[src/rtl/apb_timer_slave_if.sv]
// apb_timer_slave_if: APB bus bundle between the AHB-to-APB bridge and apb_timer_slave.
//   master modport: drives PSEL/PENABLE/PWRITE/PADDR/PWDATA, receives PRDATA/PREADY/PSLVERR.
//   slave modport : the reverse.
// Clock and reset stay outside the interface as plain ports.
`timescale 1ns/1ps
interface apb_timer_slave_if;
    logic        PSEL;
    logic        PENABLE;
    logic        PWRITE;
    logic [31:0] PADDR;
    logic [31:0] PWDATA;
    logic [31:0] PRDATA;
    logic        PREADY;
    logic        PSLVERR;

    modport master (
        output PSEL, PENABLE, PWRITE, PADDR, PWDATA,
        input  PRDATA, PREADY, PSLVERR
    );

    modport slave (
        input  PSEL, PENABLE, PWRITE, PADDR, PWDATA,
        output PRDATA, PREADY, PSLVERR
    );
endinterface

[src/rtl/apb_timer_slave.sv]
// apb_timer_slave: APB target holding a prescaled 32-bit down-counter timer.
//   Registers (offset PADDR[3:2]): 0x0 CTRL {prescale[15:8], irq_en[2], auto_reload[1], en[0]},
//   0x4 LOAD, 0x8 COUNT (read-only), 0xC STATUS {expired[0]} write-1-to-clear.
// Ports:
//   HCLK      clock, all state on rising edge
//   HRESETn   synchronous reset, active HIGH despite the name
//   apb       APB slave modport (PSEL/PENABLE/PWRITE/PADDR/PWDATA in; PRDATA/PREADY/PSLVERR out)
//   TIMER_IRQ level interrupt = STATUS.expired & CTRL.irq_en
// Build option: define APB_WAIT_STATE_EN to insert one wait state (WAIT) before ACCESS.
`timescale 1ns/1ps
module apb_timer_slave #(
    parameter logic [31:0] BASE_ADDR = 32'h0000_0000
) (
    input  logic               HCLK,
    input  logic               HRESETn,
    apb_timer_slave_if.slave   apb,
    output logic               TIMER_IRQ
);

`ifdef APB_WAIT_STATE_EN
    typedef enum logic [1:0] {StIdle, StSetup, StAccess, StWait} state_e;
`else
    typedef enum logic [1:0] {StIdle, StSetup, StAccess} state_e;
`endif

    state_e      state_q, state_d;
    logic        capture;

    // Transfer attributes captured on entry to ACCESS; the bus may already carry the
    // next transfer's setup phase while we sit in ACCESS.
    logic        hit_q, wr_q;
    logic [1:0]  off_q;
    logic [31:0] wdata_q;
    logic [31:0] prdata_q;

    logic        en_q, en_d, auto_q, auto_d, irq_en_q, irq_en_d;
    logic [7:0]  prescale_q, prescale_d, presc_q, presc_d;
    logic [31:0] load_q, load_d, count_q, count_d;
    logic        expired_q, expired_d;

    logic        hit;
    logic [31:0] rd_mux;
    logic        wr_en, wr_ctrl, wr_load, wr_status;
    logic        tick, expire;
    logic        unused_paddr;

    assign unused_paddr = ^apb.PADDR[1:0];

    // FSM next state
    always_comb begin
        state_d = state_q;
        capture = 1'b0;
        unique case (state_q)
            StIdle:   if (apb.PSEL && !apb.PENABLE) state_d = StSetup;
            StSetup: begin
                if (apb.PSEL && apb.PENABLE) begin
`ifdef APB_WAIT_STATE_EN
                    state_d = StWait;
`else
                    state_d = StAccess;
                    capture = 1'b1;
`endif
                end else begin
                    state_d = StIdle;
                end
            end
`ifdef APB_WAIT_STATE_EN
            StWait: begin
                if (apb.PSEL && apb.PENABLE) begin
                    state_d = StAccess;
                    capture = 1'b1;
                end else begin
                    state_d = StIdle;
                end
            end
`endif
            StAccess: state_d = (apb.PSEL && !apb.PENABLE) ? StSetup : StIdle;
            default:  state_d = StIdle;
        endcase
    end

    assign hit = (apb.PADDR[31:4] == BASE_ADDR[31:4]);

    always_comb begin
        rd_mux = 32'd0;
        unique case (apb.PADDR[3:2])
            2'd0: rd_mux = {16'd0, prescale_q, 5'd0, irq_en_q, auto_q, en_q};
            2'd1: rd_mux = load_q;
            2'd2: rd_mux = count_q;
            2'd3: rd_mux = {31'd0, expired_q};
            default: rd_mux = 32'd0;
        endcase
    end

    assign wr_en     = (state_q == StAccess) && wr_q && hit_q;
    assign wr_ctrl   = wr_en && (off_q == 2'd0);
    assign wr_load   = wr_en && (off_q == 2'd1);
    assign wr_status = wr_en && (off_q == 2'd3);

    assign tick   = en_q && (presc_q == prescale_q);
    assign expire = tick && (count_q == 32'd0);

    // Timer next state. Register writes take priority over the tick; an expiry still
    // latches STATUS even when a CTRL write discards the tick.
    always_comb begin
        en_d       = en_q;
        auto_d     = auto_q;
        irq_en_d   = irq_en_q;
        prescale_d = prescale_q;
        presc_d    = presc_q;
        load_d     = load_q;
        count_d    = count_q;

        if (wr_ctrl) begin
            en_d       = wdata_q[0];
            auto_d     = wdata_q[1];
            irq_en_d   = wdata_q[2];
            prescale_d = wdata_q[15:8];
            presc_d    = 8'd0;
        end else begin
            if (en_q) presc_d = tick ? 8'd0 : presc_q + 8'd1;
            if (expire && !auto_q) en_d = 1'b0;
        end

        if (wr_load) begin
            load_d  = wdata_q;
            count_d = wdata_q;
        end else if (tick && !wr_ctrl) begin
            if (count_q != 32'd0) count_d = count_q - 32'd1;
            else if (auto_q)      count_d = load_q;
        end

        // Set beats a simultaneous write-1-to-clear.
        expired_d = expire || (expired_q && !(wr_status && wdata_q[0]));
    end

    always_ff @(posedge HCLK) begin
        if (HRESETn) begin
            state_q    <= StIdle;
            hit_q      <= 1'b0;
            wr_q       <= 1'b0;
            off_q      <= 2'd0;
            wdata_q    <= 32'd0;
            prdata_q   <= 32'd0;
            en_q       <= 1'b0;
            auto_q     <= 1'b0;
            irq_en_q   <= 1'b0;
            prescale_q <= 8'd0;
            presc_q    <= 8'd0;
            load_q     <= 32'd0;
            count_q    <= 32'd0;
            expired_q  <= 1'b0;
        end else begin
            state_q <= state_d;
            if (capture) begin
                hit_q    <= hit;
                wr_q     <= apb.PWRITE;
                off_q    <= apb.PADDR[3:2];
                wdata_q  <= apb.PWDATA;
                prdata_q <= hit ? rd_mux : 32'd0;
            end
            en_q       <= en_d;
            auto_q     <= auto_d;
            irq_en_q   <= irq_en_d;
            prescale_q <= prescale_d;
            presc_q    <= presc_d;
            load_q     <= load_d;
            count_q    <= count_d;
            expired_q  <= expired_d;
        end
    end

    assign apb.PRDATA  = prdata_q;
    assign apb.PREADY  = (state_q == StAccess);
    assign apb.PSLVERR = (state_q == StAccess) && !hit_q;
    assign TIMER_IRQ   = expired_q && irq_en_q;

endmodule
[src/flat_wrapper.sv]
// flat-port wrapper written by rule: the top's interface ports become plain ports
module apb_timer_slave_flat 
#(
    parameter logic [31:0] BASE_ADDR = 32'h0000_0000
)
  (HCLK, HRESETn, TIMER_IRQ, apb_PSEL, apb_PENABLE, apb_PWRITE, apb_PADDR, apb_PWDATA, apb_PRDATA, apb_PREADY, apb_PSLVERR);
  apb_timer_slave_if apb_i ();
  input  logic HCLK;
  input  logic HRESETn;
  output logic TIMER_IRQ;
  input wire logic [$bits(apb_i.PSEL)-1:0] apb_PSEL;
  input wire logic [$bits(apb_i.PENABLE)-1:0] apb_PENABLE;
  input wire logic [$bits(apb_i.PWRITE)-1:0] apb_PWRITE;
  input wire logic [$bits(apb_i.PADDR)-1:0] apb_PADDR;
  input wire logic [$bits(apb_i.PWDATA)-1:0] apb_PWDATA;
  output wire logic [$bits(apb_i.PRDATA)-1:0] apb_PRDATA;
  output wire logic [$bits(apb_i.PREADY)-1:0] apb_PREADY;
  output wire logic [$bits(apb_i.PSLVERR)-1:0] apb_PSLVERR;
  assign apb_i.PSEL = apb_PSEL;
  assign apb_i.PENABLE = apb_PENABLE;
  assign apb_i.PWRITE = apb_PWRITE;
  assign apb_i.PADDR = apb_PADDR;
  assign apb_i.PWDATA = apb_PWDATA;
  assign apb_PRDATA = apb_i.PRDATA;
  assign apb_PREADY = apb_i.PREADY;
  assign apb_PSLVERR = apb_i.PSLVERR;
  apb_timer_slave #(.BASE_ADDR(BASE_ADDR)) u_core (.HCLK(HCLK), .HRESETn(HRESETn), .apb(apb_i), .TIMER_IRQ(TIMER_IRQ));
endmodule
[config.mk]
export PLATFORM = sky130hd
export DESIGN_NAME = apb_timer_slave_flat
export DESIGN_NICKNAME = d
export VERILOG_FILES = /design/src/rtl/apb_timer_slave_if.sv /design/src/rtl/apb_timer_slave.sv /design/src/flat_wrapper.sv
export SDC_FILE = /design/constraint.sdc
export NUM_CORES = 1
export LEC_CHECK = 0
export CAP_MARGIN = 20
export CORE_UTILIZATION = 57
export DETAILED_ROUTE_END_ITERATION = 7
export PLACE_DENSITY = 0.83
export SYNTH_ARGS = -nofsm -noshare
export SYNTH_HDL_FRONTEND = slang
export SYNTH_SLANG_ARGS = --single-unit
export TNS_END_PERCENT = 10
[constraint.sdc]
create_clock -name HCLK -period 4.3 [get_ports HCLK]
set_input_delay 0.645 -clock HCLK [delete_from_list [all_inputs] [get_ports HCLK]]
set_output_delay 0.645 -clock HCLK [all_outputs]
set_load 0.02 [all_outputs]
# ---- Word level (Yosys, flattened, before mapping)
# Cells that the tools add are included.
dict set report word_totals {
  regBits 154
  inputBits 69
  output_inout_bits 35
  elab_cells 72
}
dict set report op_classes {
  addsub 2
  n_eq_ne 9
  mux 15
  reduce_logical 32
}
# operator n
set op_table {}
lappend op_table {{2-to-1 mux 32 bit} 5}
lappend op_table {{case mux 32 bit (4 select lines)} 1}
lappend op_table {{zero test 32 bit} 1}
lappend op_table {{nonzero test 32 bit} 1}
lappend op_table {{subtractor 32 x 1 -> 32 bit (second input constant)} 1}
lappend op_table {{zero test 28 bit} 1}
lappend op_table {{logical AND 1 bit} 15}
lappend op_table {{adder 8 x 1 -> 8 bit (second input constant)} 1}
lappend op_table {{== test 2 bit (second input constant)} 4}
lappend op_table {{== test 8 bit} 1}
lappend op_table {{2-to-1 mux 8 bit} 1}
lappend op_table {{== test 2 x 1 -> 1 bit (second input constant)} 3}
lappend op_table {{zero test 2 bit} 3}
lappend op_table {{case mux 2 bit (3 select lines)} 1}
lappend op_table {{zero test 1 bit} 5}
lappend op_table {{2-to-1 mux 1 bit} 5}
lappend op_table {{2-to-1 mux 2 bit} 2}
lappend op_table {{nonzero test 2 bit} 2}
lappend op_table {{nonzero test 3 bit} 1}
lappend op_table {{inequality test 2 x 1 -> 1 bit (second input constant)} 1}
lappend op_table {{AND reduction 2 bit} 1}
lappend op_table {{OR reduction 2 bit} 1}
lappend op_table {{logical OR 1 bit} 1}

# ---- Logic depth before layout (Yosys ltp)
dict set report depth {
  ltp_word 8
  ltp_mapped 10
  depth_no_buf 8
}

# ---- Least setup slack after synthesis
# Ideal clock, no wire load.
dict set report synth_path {
  kind {register -> register}
  start {register u_core.count_q[0]}
  end {register u_core.count_q[28]}
  setup_ns 0.133
  arrival_ns 2.444
  required_ns 4.167
  path_slack_ns 1.724
  path_stages_with_launch 9
  synth_period_minus_slack_ns 2.576
  path_cell_list {dfxtp_1 > inv_1 > ha_1 > or4b_2 > nor4_1 > nand4_1 > xnor2_1 > o2111ai_1 > a31oi_1}
}
dict set report synth_between {
  elab_chain_len 4
}
# element line
set synth_lines {}
lappend synth_lines {{start, declared} apb_timer_slave.sv:38} ;# logic [31:0] load_q, load_d, count_q, count_d;
lappend synth_lines {{start signal, assigned} apb_timer_slave.sv:168} ;# count_q <= count_d;
lappend synth_lines {{subtractor 32 x 1 -> 32 bit / nonzero test 32 bit (equally long branches)} apb_timer_slave.sv:129} ;# if (count_q != 32'd0) count_d = count_q - 32'd1;
lappend synth_lines {{2-to-1 mux 32 bit} apb_timer_slave.sv:129}
lappend synth_lines {{2-to-1 mux 32 bit} apb_timer_slave.sv:128} ;# end else if (tick && !wr_ctrl) begin
lappend synth_lines {{2-to-1 mux 32 bit} apb_timer_slave.sv:125} ;# if (wr_load) begin
# Parallel ways exist; a longest one is shown, timed or not. The select of a mux whose other input is x is not followed.
# A chain may end at the register's enable or synchronous reset.

# ---- Worst setup path after layout
dict set report layout_path {
  start {register u_core.count_q[20]}
  end {register u_core.count_q[3]}
}
dict set report layout_between {
  elab_chain_len 4
}
# element line
set layout_lines {}
lappend layout_lines {{nonzero test 32 bit (*)} apb_timer_slave.sv:129}
lappend layout_lines {{2-to-1 mux 32 bit} apb_timer_slave.sv:129}
lappend layout_lines {{2-to-1 mux 32 bit} apb_timer_slave.sv:128}
lappend layout_lines {{2-to-1 mux 32 bit} apb_timer_slave.sv:125}
# Every way passes the cells marked *; elsewhere a longest branch is shown, timed or not. The select of a mux whose other input is x is not followed.

==> metrics.txt <==
core area=12670 um^2; Cell Pwr Density=362.2 nW/um^2; Syn Area/Cell=7.950 um^2; CP max stage delay=0.50 ns; Tcrit/Tclk final=0.6799; Clock Tree Buf Depth=2; Max VDD drop=261.7 uV; antenna viol nets, final=0; DR DRC count=0; root buffer cell=clkbuf_16; 1st-iter DRT viols=745; P_int=2.681 mW; hold-critical path depth=2; largest area contributor in the netlist=dfxtp_1; crit path time final=2.923 ns; Netlist Area Pre-Place=7410 um^2; CP Max Fanout=17; initial antenna violation count=0; final WL=21640 um; FF+latch count, synth=154; # setup viols final=0; crit path cell chain=nor4_1, nand4_1, or2_0, o31ai_4, buf_4, a22oi_1, a211oi_1; hpwl dp=14350 um; Lkg Pwr=3.232 nW; Placement Setup Slack=1.440 ns; Setup WS post-layout=1.377 ns; First-pass DRT Iterations=5; Gates resized, CTS repair=0; Area contributors post-synth=dfxtp_1, nand2_1, a21oi_1; syn nets=1004; Die Wd=116.0 um; WS Path Type=register to register; worst reg2reg path depth=7; CTS tree=done; R2R Path End=u_core.count_q[3]$_SDFFE_PP0P_; Worst Max-Slew Pin Slew=1.108 ns; Port Buf Inserts=101; CP Capture Type=register; vias post-DR=7444; # IOs=104; Sw Share=0.1998; Wirelength per Cell=18.23 um; fmax=0.3421 GHz; crit path DAT=3.26 ns; status=complete, no violations; Async SR Flop Fraction=0; Global Route Usage Sum=0.3359; synth warn=0; Logic pwr share=0.037; grt ovf=0; die area=13460 um^2; Starting Density=0.5848; cell row count=41; Fin Setup TNS=0 ns; DIE HEIGHT=116.0 um; largest net degree at the start of global routing=61; WHS Endpoint=u_core.wdata_q[5]$_SDFFE_PP0P_; Main synth FF type=dfxtp_1; CP max-delay cell=nor4_1; area share of the largest cell type after synthesis=0.4161; Hold Crit Start=u_core.wdata_q[5]$_SDFFE_PP0P_; share of layout cells above drive strength 1=0.07980; nature of the critical path startpoint=register; Final Skew=0.009560 ns; Hold WC Path Type=register to register; number of synthesized flops with an enable pin=0; worst r2r src=u_core.count_q[20]$_SDFFE_PP0P_; Final GP Congestion=0.9617; Fin. Hold Viols=0; Worst-path clk slew=0.06 ns; total of max-cap violations=0; switching power=669.4 uW; hold_buf cts=0; Antenna diodes=0; R2R setup slack=1.38 ns; Reg power frac=0.429; later-pin clock latency in the skew report=0.43 ns; synthesis-to-finish area growth=24.84%; number of CTS-inserted buffers=17; Slew Viols, Final=0; unique cell type count in the Yosys netlist=66; WHS=0.4652 ns; clock share of power=0.534; DR vias/cell=6.271; sequential share of the synthesized area=0.4161; final net count=1074; Post-CTS Setup Bufs=0; slew margin rel.=0.2584; H-tree levels=4; clock sinks=154; RSZ-0062 raised after global routing=no; first-pass GRT wire length=34400 um; number of global-route vias before repair=6594; Gate Count Post-Synth=932; CP required=4.63 ns
-- cell usage after synthesis (all sizes together) (3+ instances only) --
| cell type | n |
|---|---|
| a211o | 3 |
| nand4 | 15 |
| o31a | 3 |
| xnor2 | 17 |
| a2bb2oi | 3 |
| xor2 | 8 |
| nor4 | 24 |
| mux2 | 3 |
| nand2b | 4 |
| mux2i | 15 |
| or2 | 4 |
| nor2 | 80 |
| a22oi | 35 |
| a32oi | 4 |
| a211oi | 16 |
| dfxtp | 154 |
| a311oi | 7 |
| a221oi | 4 |
| nor4b | 3 |
| nand2 | 192 |
| o21ai | 29 |
| o211ai | 5 |
| a31oi | 5 |
| nor2b | 5 |
| clkbuf | 60 |
| or4 | 9 |
| a22o | 21 |
| a21oi | 97 |
| nand3 | 17 |
| o22ai | 10 |
| and4 | 3 |
| ha | 3 |
| nor3 | 16 |
| or3 | 8 |
| buf | 13 |
| o41ai | 3 |
| inv | 8 |
-- worst max-delay path by stage --
stage / start / end / slack (ns) / depth (start not counted)
final: u_core.count_q[20]$_SDFFE_PP0P_ / u_core.count_q[3]$_SDFFE_PP0P_ / 1.38 / 7
after global routing: u_core.count_q[30]$_SDFFE_PP0P_ / u_core.count_q[3]$_SDFFE_PP0P_ / 1.17 / 7
after CTS: u_core.count_q[20]$_SDFFE_PP0P_ / u_core.count_q[3]$_SDFFE_PP0P_ / 1.43 / 7
after detailed placement: u_core.count_q[20]$_SDFFE_PP0P_ / u_core.count_q[3]$_SDFFE_PP0P_ / 1.44 / 7
after global placement: u_core.count_q[20]$_SDFFE_PP0P_ / u_core.count_q[10]$_SDFFE_PP0P_ / 1.45 / 7
after floorplan: u_core.count_q[0]$_SDFFE_PP0P_ / u_core.count_q[28]$_SDFFE_PP0P_ / 1.72 / 8
-- metrics by stage --
stage | power (mW) | util | instance area, um^2 | std cells
after floorplan | 1.512 | - | 7410 | 932
after global placement | 1.588 | 0.6720 | 8514 | 1154
after detailed placement | 1.589 | 0.6720 | 8514 | 1154
after CTS | 3.355 | 0.7284 | 9230 | 1186
after global routing | 3.428 | 0.7300 | 9250 | 1187
final | 3.350 | 0.7300 | 9250 | 1187
-- power groups by stage --
stage | logic (mW) | clock network [mW] | registers (mW)
3_3_place_gp | 0.121 | 0 | 1.47
2_1_floorplan | 0.0466 | 0 | 1.47
5_1_grt | 0.132 | 1.86 | 1.44
3_5_place_dp | 0.122 | 0 | 1.47
4_1_cts | 0.123 | 1.80 | 1.44
6_report | 0.124 | 1.79 | 1.44
-- kinds of logic after synthesis --
group	count (synthesis)	synth area share
flops	154	0.4161
simple gates	391	0.2450
compound gates	259	0.2317
fa+ha+maj	3	0.005066
buf+inv	81	0.04475
mux	19	0.02786
xor+xnor	25	0.02955
-- area by class of cell --
cell class / count / area [um^2]
tap: 172 / 215.2
sequential: 154 / 3083
fill: 980 / 3421
timing repair buffer: 124 / 1194
clock inverter: 13 / 262.8
multi-input combinational: 697 / 4013
clock buffer: 19 / 452.9
inverter: 8 / 30.03
-- worst max-delay path: cells and delay by family (launching register included) --
kind | cells | cell delay (ns)
buffers and inverters | 1 | 0.34
AOI/OAI and AO/OA | 3 | 0.86
DFF | 1 | 0.38
and+or+nand+nor | 3 | 1.24
-- flip-flops by register name (all words and copies together), names as in the netlist --
register,count
u_core.apb.PRDATA,32
u_core.auto_q,1
u_core.count_q,32
u_core.irq_en_q,1
u_core.wdata_q,32
u_core.prescale_q,8
u_core.off_q,2
u_core.expired_q,1
u_core.presc_q,8
u_core.load_q,32
u_core.wr_q,1
u_core.en_q,1
u_core.hit_q,1
u_core.state_q,2
-- per-layer routing --
metal	wire length (um)	track usage
met2	9527	0.5028
met4	586	0.1359
met3	2273	0.07897
met1	9250	0.4657
met5	0	0
-- placed cells by master (no fill, tap or decap), types with 7 or more instances in the layout --
cell             Yosys  layout
a211oi_1            14      14
a21oi_1             97      97
a22o_1              21      21
a22oi_1             35      35
buf_4                2      23
bufinv_16            0       7
clkbuf_16            0      17
clkdlybuf4s50_1      0     100
dfxtp_1            154     154
inv_1                8       8
mux2i_1             15      15
nand2_1            192     192
nand3_1             17      17
nand4_1             15      15
nor2_1              80      79
nor3_1              16      15
nor4_1              20      19
o21ai_0             28      28
o22ai_1             10      10
or3_1                8       7
xnor2_1             17      17
xor2_1               8       8
Note: power is estimated with default switching activity, not from simulation.
==> edit 1 (config.mk and constraints unchanged) <==
Add a define of `APB_WAIT_STATE_EN`.
--- a/src/rtl/apb_timer_slave.sv
+++ b/src/rtl/apb_timer_slave.sv
@@ -8,6 +8,8 @@
 //   TIMER_IRQ level interrupt = STATUS.expired & CTRL.irq_en
 // Build option: define APB_WAIT_STATE_EN to insert one wait state (WAIT) before ACCESS.
 `timescale 1ns/1ps
+`define APB_WAIT_STATE_EN
+
 module apb_timer_slave #(
     parameter logic [31:0] BASE_ADDR = 32'h0000_0000
 ) (
Behaviour: not the same (a bounded check fails within 4 cycles, from zero or initial values and one cycle with HRESETn high).
==> edit 1 against the unedited design <==
First-iteration DRC count decreased by 17%; final cell count decreased by 3.5%; sequential share of layout area increased by 1.5 points; sequential cell count unchanged; synthesized cell count decreased by 3.8%; critical path type unchanged; wire length decreased by 11%; synthesized area decreased by 2.1%; power decreased by 10%; core utilization decreased by 0.61 points; design area decreased by 4.4%; via count decreased by 8.9%; setup slack got worse by 0.11 ns.
==> edit 1: results (changes against the unedited design) <==
\begin{tabular}{lr}
\hline
Metric & Value \\
\hline
\multicolumn{2}{l}{\textbf{Detailed routing}} \\
Sum of routed wire length over all layers & 19240 um (-11\%) \\
Count of vias placed by the detailed router & 6784 (-8.9\%) \\
Count of TritonRoute iterations in the first routing pass & 7 (+2) \\
DRC violation total after the first TritonRoute iteration & 617 (-17\%) \\
\multicolumn{2}{l}{\textbf{Critical path}} \\
Delay of the slowest cell on the worst path & 0.73 ns (+0.23 ns) \\
Maximum fanout encountered on the critical timing path & 13 (-4) \\
Arrival time at the worst endpoint & 3.39 ns (+0.13 ns) \\
CP max stage cell & sky130\_fd\_sc\_hd\_\_nor3\_1 \\
Reg-to-Reg Start & u\_core.state\_q[0] \\
\multicolumn{2}{l}{\textbf{Finish}} \\
Share of post-route cells with drive strength above 1 & 6.346\% (-1.6 points) \\
Number of antenna diodes & 0 (unchanged) \\
Total number of nets in the final design & 1037 (-3.4\%) \\
\multicolumn{2}{l}{\textbf{Clock tree}} \\
Source-to-sink clock delay at the later pin of the worst-skew pair & 0.43 ns (about the same) \\
\multicolumn{2}{l}{\textbf{Global routing}} \\
Via count of the first global-routing pass & 5932 (-10\%) \\
Wire length of the first global-routing pass & 30410 um (-12\%) \\
Largest net degree at the start of global routing & 73 (+20\%) \\
GRT Overall Usage & 30.23\% (-3.4 points) \\
\multicolumn{2}{l}{\textbf{Synthesis}} \\
Synthesized netlist net count & 969 (-3.5\%) \\
Post-synth cell types & 57 (-14\%) \\
Most used standard cells in the synthesized netlist & 183 x sky130\_fd\_sc\_hd\_\_nand2\_1, 154 x sky130\_fd\_sc\_hd\_\_dfxtp\_1, 93 x sky130\_fd\_sc\_hd\_\_nor2\_1 \\
Register area share after synthesis & 42.50\% (+0.90 points) \\
Top cells by area, synth & sky130\_fd\_sc\_hd\_\_dfxtp\_1 43\%, sky130\_fd\_sc\_hd\_\_nand2\_1 9.5\%, sky130\_fd\_sc\_hd\_\_a21oi\_1 5.7\% \\
\multicolumn{2}{l}{\textbf{Placed design}} \\
Final weighted congestion in routability-driven placement & 0.9038 (-6.0\%) \\
Worst setup slack before clock tree synthesis & 1.399 ns (-0.04154 ns) \\
Detailed-placement wirelength estimate & 13040 um (-9.1\%) \\
\multicolumn{2}{l}{\textbf{Hold path}} \\
Worst Hold Class & flip-flop to flip-flop \\
Startpoint of the lowest-slack hold path & u\_core.wdata\_q[27] \\
\multicolumn{2}{l}{\textbf{Run status}} \\
Outcome & complete, no violations \\
\multicolumn{2}{l}{\textbf{STA}} \\
Pins over their slew limit & 0 (unchanged) \\
Clock skew after layout & 0.007580 ns (-0.001980 ns) \\
Headroom to the max-slew limit & 30.24\% (+4.4 points) \\
\multicolumn{2}{l}{\textbf{Power}} \\
Static leakage power & 3.207 nW (-0.78\%) \\
\hline
\end{tabular}
-- edit 1: changes by cell type after synthesis, sizes merged, moves of 10 or more --
cell | unedited run | this run
a31oi | 5 | 22
clkbuf | 60 | 49
a21oi | 97 | 83
a211oi | 16 | 2
nor2 | 80 | 93
o22ai | 10 | 0
xor2 | 8 | 23
a22oi | 35 | 48
-- edit 1: cells by family after synthesis --
kind of cell / share of synthesized area (%)
AOI/OAI and AO/OA: 20.63
and+or+nand+nor: 23.89
adders and majority gates: 0.5176
xor gates and xnor gates: 4.226
buffers and inverters: 5.020
DFF: 42.50
muxes: 3.209
-- edit 1: worst max-delay path: cells and delay by family, from the launching register on --
family	cells	cell delay, ns
and+or+nand+nor	5	2.56
DFF	1	0.32
AOI/OAI and AO/OA	1	0.09
-- edit 1: path summary, 6_finish.rpt --
path              cells after the start                  to  slack, ns
setup reg to reg                      6  u_core.count_q[13]       1.27
setup / recovery                      6  u_core.count_q[13]       1.27
hold reg to reg                       2  u_core.wdata_q[27]       0.46
hold / removal                        2  u_core.wdata_q[27]       0.46
-- edit 1: area by class of cell --
type	count	area [um^2]
clock buffers	24	491.7
repair buffers	116	1121
clock inverters	7	90.09
fillers	1004	3371
multi-input cells	671	3826
inverters	5	18.77
flip-flops and latches	154	3083
well taps	168	210.2
-- edit 1: power breakdown --
group | switching (mW) | internal, mW | total [mW]
clock network | 0.555 | 0.909 | 1.46
logic | 0.0504 | 0.0611 | 0.112
registers | 0.000530 | 1.43 | 1.43
total | 0.606 | 2.40 | 3.00
-- edit 1: metal layers --
metal	track usage, %	up-vias	routed length [um]
li1	-	3315	-
met1	42.57	3094	8613
met2	45.70	338	8274
met3	7.591	37	2013
met4	9.351	0	338
met5	0	-	0
-- edit 1: through the flow --
stage	std cells	instance area (um^2)	total power, mW
2_1_floorplan	897	7253	1.500
3_3_place_gp	1114	8259	1.570
3_5_place_dp	1114	8259	1.570
4_1_cts	1145	8841	3.012
5_1_grt	1145	8841	3.081
6_report	1145	8841	3.003
==> edit 2 (same flow settings) <==
Made on the original files. The 3 states of `state_e` get a one-hot encoding in 3 bits.
--- a/src/rtl/apb_timer_slave.sv
+++ b/src/rtl/apb_timer_slave.sv
@@ -20,7 +20,7 @@
 `ifdef APB_WAIT_STATE_EN
     typedef enum logic [1:0] {StIdle, StSetup, StAccess, StWait} state_e;
 `else
-    typedef enum logic [1:0] {StIdle, StSetup, StAccess} state_e;
+    typedef enum logic [2:0] {StIdle = 3'b001, StSetup = 3'b010, StAccess = 3'b100} state_e;
 `endif
 
     state_e      state_q, state_d;
Formal check against the unedited RTL: same outputs for any inputs over 4 cycles, from zero or initial values and one cycle with HRESETn high; so few cycles prove little.
==> edit 2 against the unedited design <==
Design area decreased by 4.4%; sequential power about the same; setup slack got worse by 0.43 ns; maximum frequency decreased by 13%; clock skew decreased by 0.0027 ns; power decreased by 10%; clock power decreased by 18%; critical endpoint is now u_core.count_q[10]; first-iteration DRC count increased by 8.6%; sequential cell count increased by 1; synthesized area decreased by 2.8%; largest power group unchanged; largest cell class unchanged; wire length decreased by 9.1%.
==> edit 2: results (changes against the unedited design) <==
\begin{tabular}{lr}
\hline
Metric & Value \\
\hline
\multicolumn{2}{l}{\textbf{Power}} \\
Power consumed by the clock network & 1.46 mW (-18\%) \\
Switching share of power & 21.13\% (+1.1 points) \\
Portion of total power attributed to sequential cells & 47.8\% (+4.9 points) \\
\multicolumn{2}{l}{\textbf{Detailed routing}} \\
Average detailed-routed wire length per instance & 17.21 um (-5.6\%) \\
Count of vias placed by the detailed router & 7059 (-5.2\%) \\
Sum of routed wire length over all layers & 19670 um (-9.1\%) \\
Count of TritonRoute iterations in the first routing pass & 6 (+1) \\
\multicolumn{2}{l}{\textbf{Finish}} \\
Area used by multi-input combinational logic & 3817 um\^{}2 (-4.9\%) \\
Filler Cells Inserted & 962 (-1.8\%) \\
Multi-input gate count & 667 (-4.3\%) \\
Clock network share of area & 6.520\% (-1.2 points) \\
Repair and plain buffers & 116 (-6.5\%) \\
Total number of nets in the final design & 1034 (-3.7\%) \\
Share of final layout cell area taken by non-clock buffers & 12.67\% (-0.23 points) \\
\multicolumn{2}{l}{\textbf{Placed design}} \\
Final weighted congestion in routability-driven placement & 0.9460 (-1.6\%) \\
Detailed-placement wirelength estimate & 13330 um (-7.1\%) \\
Number of placed instances with taps included & 1111 (-3.7\%) \\
\multicolumn{2}{l}{\textbf{Hold path}} \\
Startpoint of the lowest-slack hold path & u\_core.wdata\_q[21] \\
\multicolumn{2}{l}{\textbf{Synthesis}} \\
Portion of netlist area occupied by mux cells & 3.370\% (+0.58 points) \\
Post-synthesis compound-gate area fraction & 21.66\% (-1.5 points) \\
Register area share after synthesis & 43.08\% (+1.5 points) \\
Area share of fa/ha/maj cells after synthesis & 0.5211\% (+0.015 points) \\
Synthesized netlist net count & 969 (-3.5\%) \\
Xor/xnor cell area share of the yosys netlist & 3.526\% (+0.57 points) \\
Average cell area after synthesis & 8.030 um\^{}2 (+1.0\%) \\
\multicolumn{2}{l}{\textbf{Run status}} \\
Outcome & complete, no violations \\
\multicolumn{2}{l}{\textbf{Global routing}} \\
Via count of the first global-routing pass & 6180 (-6.3\%) \\
Wire length of the first global-routing pass & 31380 um (-8.8\%) \\
\multicolumn{2}{l}{\textbf{Critical path}} \\
Worst R2R Setup Slack & 0.95 ns (-0.43 ns) \\
Worst R2R End & u\_core.count\_q[10] \\
Delay of the slowest cell on the worst path & 0.86 ns (+0.36 ns) \\
CP max stage cell & sky130\_fd\_sc\_hd\_\_or4\_1 \\
\multicolumn{2}{l}{\textbf{STA}} \\
Transition time at the pin with the least slew margin & 1.087 ns (-0.02122 ns) \\
Clock skew after layout & 0.006864 ns (-0.002696 ns) \\
\hline
\end{tabular}
-- edit 2: changes by cell type after synthesis, sizes merged, moves of 7 or more --
cell,change
a21oi,-14
a31oi,+23
nand2,-13
a311oi,-7
a21boi,+11
o21ai,-10
xor2,+10
mux2i,+7
a211oi,-15
-- edit 2: stage by stage --
stage	hold slack, ns	utilization (%)	worst slack [ns]	power [mW]	instance area [um^2]
after floorplan	0.4366	-	1.676	1.508	7203
after global placement	0.4441	68.00	1.089	1.580	8270
after detailed placement	0.4477	68.00	1.058	1.581	8270
after CTS	0.4566	72.75	1.010	3.020	8847
after global routing	0.4769	72.75	0.7979	3.094	8847
final	0.4562	72.75	0.9473	3.011	8847
-- edit 2: per-layer routing --
| metal | vias up | global-route usage, % | routed length [um] |
|---|---|---|---|
| met5 | - | 0 | 0 |
| met4 | 0 | 11.52 | 377 |
| met3 | 33 | 7.782 | 2066 |
| met2 | 382 | 45.54 | 8596 |
| met1 | 3276 | 43.03 | 8630 |
| li1 | 3368 | - | - |
